`src/rtl/data_memory_dma.sv`:
```
// data_memory_dma: byte-wise block copier driving the data memory manager bus.
// Each byte takes four cycles: source address latch, read, destination
// address latch, then write.
//
// Ports:
//   clk, rst_n           clock, async active-low reset
//   in_start, in_abort   control from the control unit
//   in_src_addr/dst_addr first source/destination address
//   in_len               byte count (0 legal)
//   in_src_inc/dst_inc   1 = step address each byte, 0 = hold (port streaming)
//   out_busy, out_done   status; done is a one-cycle pulse
//   out_count            bytes written in the current transfer
//   out_mem_*            bus strobes/address/write data to the memory manager
//   in_mem_rdata         read data from the memory manager
module data_memory_dma #(
  parameter int ADDR_W = 10,
  parameter int DATA_W = 8,
  parameter int LEN_W  = 10
) (
  input  logic              clk,
  input  logic              rst_n,
  input  logic              in_start,
  input  logic              in_abort,
  input  logic [ADDR_W-1:0] in_src_addr,
  input  logic [ADDR_W-1:0] in_dst_addr,
  input  logic [LEN_W-1:0]  in_len,
  input  logic              in_src_inc,
  input  logic              in_dst_inc,
  output logic              out_busy,
  output logic              out_done,
  output logic [LEN_W-1:0]  out_count,
  output logic [ADDR_W-1:0] out_mem_addr,
  output logic              out_mem_addr_we,
  output logic              out_mem_read_en,
  output logic              out_mem_write_en,
  output logic [DATA_W-1:0] out_mem_wdata,
  input  logic [DATA_W-1:0] in_mem_rdata
);

  typedef enum logic [2:0] {
    S_IDLE,
    S_SRC_ADDR,
    S_READ,
    S_DST_ADDR,
    S_WRITE,
    S_DONE
  } state_e;

  localparam logic [ADDR_W-1:0] A_ONE = 1;
  localparam logic [LEN_W-1:0]  L_ONE = 1;

  state_e              state_q, state_d;
  logic [ADDR_W-1:0]   src_q, src_d;
  logic [ADDR_W-1:0]   dst_q, dst_d;
  logic [LEN_W-1:0]    rem_q, rem_d;
  logic [LEN_W-1:0]    cnt_q, cnt_d;
  logic [DATA_W-1:0]   data_q, data_d;
  logic                sinc_q, sinc_d;
  logic                dinc_q, dinc_d;
  logic                busy;

  assign busy = (state_q != S_IDLE) &&
                (state_q != S_DONE);

  always_ff @(posedge clk or negedge rst_n) begin
    if (!rst_n) begin
      state_q <= S_IDLE;
      src_q   <= '0;
      dst_q   <= '0;
      rem_q   <= '0;
      cnt_q   <= '0;
      data_q  <= '0;
      sinc_q  <= 1'b0;
      dinc_q  <= 1'b0;
    end else begin
      state_q <= state_d;
      src_q   <= src_d;
      dst_q   <= dst_d;
      rem_q   <= rem_d;
      cnt_q   <= cnt_d;
      data_q  <= data_d;
      sinc_q  <= sinc_d;
      dinc_q  <= dinc_d;
    end
  end

  always_comb begin
    state_d = state_q;
    src_d   = src_q;
    dst_d   = dst_q;
    rem_d   = rem_q;
    cnt_d   = cnt_q;
    data_d  = data_q;
    sinc_d  = sinc_q;
    dinc_d  = dinc_q;
    unique case (state_q)
      S_IDLE: begin
        if (in_start) begin
          src_d  = in_src_addr;
          dst_d  = in_dst_addr;
          rem_d  = in_len;
          sinc_d = in_src_inc;
          dinc_d = in_dst_inc;
          cnt_d  = '0;
          state_d = (in_len == '0) ? S_DONE
                                   : S_SRC_ADDR;
        end
      end
      S_SRC_ADDR: state_d = S_READ;
      S_READ: begin
        data_d = in_mem_rdata;
        if (sinc_q) src_d = src_q + A_ONE;
        state_d = S_DST_ADDR;
      end
      S_DST_ADDR: state_d = S_WRITE;
      S_WRITE: begin
        // The write strobe is already on the bus, so the byte
        // counts even if this cycle is being aborted.
        cnt_d = cnt_q + L_ONE;
        rem_d = rem_q - L_ONE;
        if (dinc_q) dst_d = dst_q + A_ONE;
        state_d = (rem_q == L_ONE) ? S_DONE
                                   : S_SRC_ADDR;
      end
      S_DONE:  state_d = S_IDLE;
      default: state_d = S_IDLE;
    endcase
    if (in_abort && busy) state_d = S_IDLE;
  end

  // Bus strobes depend on the state register only.
  always_comb begin
    out_mem_addr     = '0;
    out_mem_addr_we  = 1'b0;
    out_mem_read_en  = 1'b0;
    out_mem_write_en = 1'b0;
    out_mem_wdata    = '0;
    unique case (1'b1)
      (state_q == S_SRC_ADDR): begin
        out_mem_addr    = src_q;
        out_mem_addr_we = 1'b1;
      end
      (state_q == S_READ): begin
        out_mem_addr    = src_q;
        out_mem_read_en = 1'b1;
      end
      (state_q == S_DST_ADDR): begin
        out_mem_addr    = dst_q;
        out_mem_addr_we = 1'b1;
        out_mem_wdata   = data_q;
      end
      (state_q == S_WRITE): begin
        out_mem_addr     = dst_q;
        out_mem_write_en = 1'b1;
        out_mem_wdata    = data_q;
      end
      default: ;
    endcase
  end

  assign out_busy  = busy;
  assign out_done  = (state_q == S_DONE);
  assign out_count = cnt_q;

endmodule
```
`config.mk`:
```
export PLATFORM = sky130hd
export DESIGN_NAME = data_memory_dma
export DESIGN_NICKNAME = d
export VERILOG_FILES = /design/src/rtl/data_memory_dma.sv
export SDC_FILE = /design/constraint.sdc
export NUM_CORES = 1
export LEC_CHECK = 0
export ABC_AREA = 1
export ABC_CLOCK_PERIOD_IN_PS = 1300
export CORE_AREA = 2 2 76 106
export DETAILED_ROUTE_END_ITERATION = 6
export DIE_AREA = 0 0 78 108
export PLACE_DENSITY = 0.75
export SLEW_MARGIN = 0
export SYNTH_ARGS = -nofsm -noshare
export SYNTH_HDL_FRONTEND = slang
export SYNTH_SLANG_ARGS = --single-unit
```
`constraint.sdc`:
```
create_clock -name clk -period 1.3 [get_ports clk]
set_input_delay 0.195 -clock clk [delete_from_list [all_inputs] [get_ports clk]]
set_output_delay 0.195 -clock clk [all_outputs]
set_load 0.03 [all_outputs]
```
==> results.cfg <==
[setup_path]
crit_family = flip-flops
crit_type = reg -> out
crit_chain = nor2_4, nand2_4, clkinv_4, a21oi_4, buf_12, o22ai_4, buf_6
worst-path-buf-inv = 3
cp_data_required_time_ns = 1.11
crit_fanout = 13
slowest_delay_ns = 0.47
cp-start-kind = flop
cp.arrival_ns = 1.57
cp-end-kind = primary output
crit_slowest_cell = dfrtp_2

[grt]
grt_max_degree = 54
overflow = 0
antenna_found_initial = 0
grt_pass1_vias = 3599
grt_usage = 0.243
grt_first_pass_wirelength_mm = 16.5

[cells_and_area]
layout-drive-gt1-share = 0.353
area_growth_pct = 65.5
nets = 689
fin_util = 0.746
antenna_cells = 0
nFillCells = 535

[job]
max_cap_viol_count = 0

[yosys]
syn-cell-area_um2 = 3340
synth_seq_cells = 53
synth_top_area_cell = dfrtp_1
yosys_most_used_dff = dfrtp_1
synth_seq_area_share = 0.397
yosys-top-cells-area = dfrtp_1 (40%), nand2_1 (19%), nand3_1 (7.9%), inv_1 (7.8%), nor2_1 (5.7%)
syn_inst = 502
syn-num-nets = 551
synth_top_area_share = 0.397
ys_top_cells_by_count = nand2_1 (173), inv_1 (69), dfrtp_1 (53), nand3_1 (53), nor2_1 (51)
synth_edf_count = 0
synth.distinct_cells = 25
avgSynthCellArea_um2 = 6.65
yosysMostFrequentCell = nand2_1
ys_warn_count = 0
synthArstFlopShare = 1.00

[power_and_ir_drop]
p_switching_mw = 5.94
p_sw_frac = 0.466
leakage_nw = 2.66
power_density_nw_per_um2 = 2300
total_power_mw = 12.7
power.internal_mw = 6.80
power_frac_comb = 0.669
clkPwrFrac = 0.096
ir_drop_v = 0.00113
pwr-share-seq = 0.235

[floorplanning]
rows = 37
dieArea_um2 = 8420
coreArea_um2 = 7410
die_h_um = 108
start_util = 0.451
dieWidth_um = 78
ios = 77

[clock_tree]
cts_root_buf = clkbuf_8
cts_max_level = 2
insertion_delay_ns = 0.31
clk_pin_slew_ns = 0.10
cts.sinks = 53
tritoncts = done
max-clock-path-buffers = 2
numCtsBuffers = 5

[timing]
min_period_ns = 1.76
fin_skew_ns = 0.00912
finalCritPeriodShare = 1.35
hold_viol_final = 0
hold_ws_ns = 0.411
max_slew.worst_pin.slew_ns = 0.440
final-max-slew-violation-count = 0
setup_viol_count_final = 75
rsz0062_at_grt = true
max_freq_ghz = 0.568
relSlewSlack = 0.704
fin_ws_ns = -0.460

[placement]
port_buffers = 76
dpl.hpwl_mm = 6.52
gp_congestion = 0.868

[routing]
drc = 0
drt-pass1-iter-count = 4
antenna_left = 0
routed_wl_mm = 10.2
drt-vias-per-instance = 5.04
dr.first_iter.drc_count = 145
vias = 3721
wl_per_cell_um = 13.9

[run_status]
status = finished, violations left
violations = negative setup slack

[worst_hold_path]
hp-class = in -> async
[state kept, by name, indices dropped and copies added, names as in the netlist]
signal     flops
dst_q         10
out_count     10
src_q         10
data_q         8
dinc_q         1
sinc_q         1
rem_q         10
state_q        3
[placed cells by master (no fill, tap or decap), drive strengths merged, types with 6 or more instances in the layout]
| master | n |
|---|---|
| nand2 | 176 |
| buf | 95 |
| inv | 72 |
| nor2 | 57 |
| dfrtp | 53 |
| nand3 | 53 |
| clkdlybuf4s50 | 42 |
| o21ai | 42 |
| o22ai | 10 |
| clkbuf | 6 |
| or2 | 6 |
[cell type report]
cell class	instances	area (um2)	share of cell area
multi-input combinational	364	2140	0.386
timing repair buffer	142	1520	0.275
sequential	53	1330	0.241
inverter	74	294	0.0532
tap	97	121	0.0220
clock buffer	6	82.6	0.0149
clock inverter	2	37.5	0.00679
[power groups by stage]
stage / Combinational (mW) / Sequential [mW] / Clock (mW)
global placement: 6.37 / 2.93 / 0
detailed placement: 6.51 / 2.96 / 0
floorplan: 4.22 / 2.88 / 0
CTS: 7.83 / 2.94 / 1.22
finish: 8.52 / 3.00 / 1.22
global route: 9.20 / 3.08 / 1.29
[worst reg2reg max path: stages, from the launching register on]
cell	delay [ns]
dfrtp_2	0.47
nor2_4	0.16
nand2_4	0.08
clkinv_4	0.06
buf_6	0.09
buf_6	0.10
buf_12	0.11
buf_12	0.10
buf_16	0.12
nand3_1	0.08
nand2_1	0.09
o21ai_0	0.13
[routing by layer]
metal,up-vias,part of all wire,GRT usage
met4,0,0.020,0.0702
met5,-,0,0
met1,1736,0.40,0.290
li1,1851,-,-
met3,25,0.044,0.0359
met2,109,0.54,0.450
[stage by stage]
stage / setup slack [ns] / instance area [um2] / TNS, ns / instances
floorplan: -0.216 / 3540 / -3.58 / 502
global placement: -0.164 / 4600 / -6.05 / 702
detailed placement: -0.237 / 4600 / -8.32 / 702
CTS: -0.450 / 5270 / -15.32 / 735
global route: -0.531 / 5530 / -23.04 / 738
finish: -0.460 / 5530 / -18.37 / 738
[logic make-up after synthesis]
logic type                 count (synthesis)  synth area share
adders and majority gates                  5            0.0187
and+or+nand+nor                          299             0.375
buffers and inverters                     85             0.108
DFF                                       53             0.397
AOI/OAI and AO/OA                         57            0.0925
xor gates and xnor gates                   2           0.00524
muxes                                      1           0.00300
[repair_timing]
item	4_1_cts	5_1_grt
hold buffers	1	0
buffers inserted	21	7
setup endpoints to repair	76	77
hold endpoints to repair	53	0
pin swaps	16	18
resized for setup	96	82
cloned	5	0
[final timing paths]
check | startpoint | end | slack [ns] | cells past startpoint
setup reg to reg | state_q[0] | dst_q[4] | -0.42 | 11
setup / recovery | state_q[0] | out_mem_addr[0] | -0.46 | 7
max in group asynchronous | rst_n | state_q[2] | 0.63 | 3
min in group clk | in_src_inc | sinc_q | 0.42 | 3
hold reg to reg | dinc_q | dinc_q | 0.52 | 2
hold / removal | rst_n | data_q[5] | 0.41 | 3
Note: power is estimated with default switching activity, not from simulation.
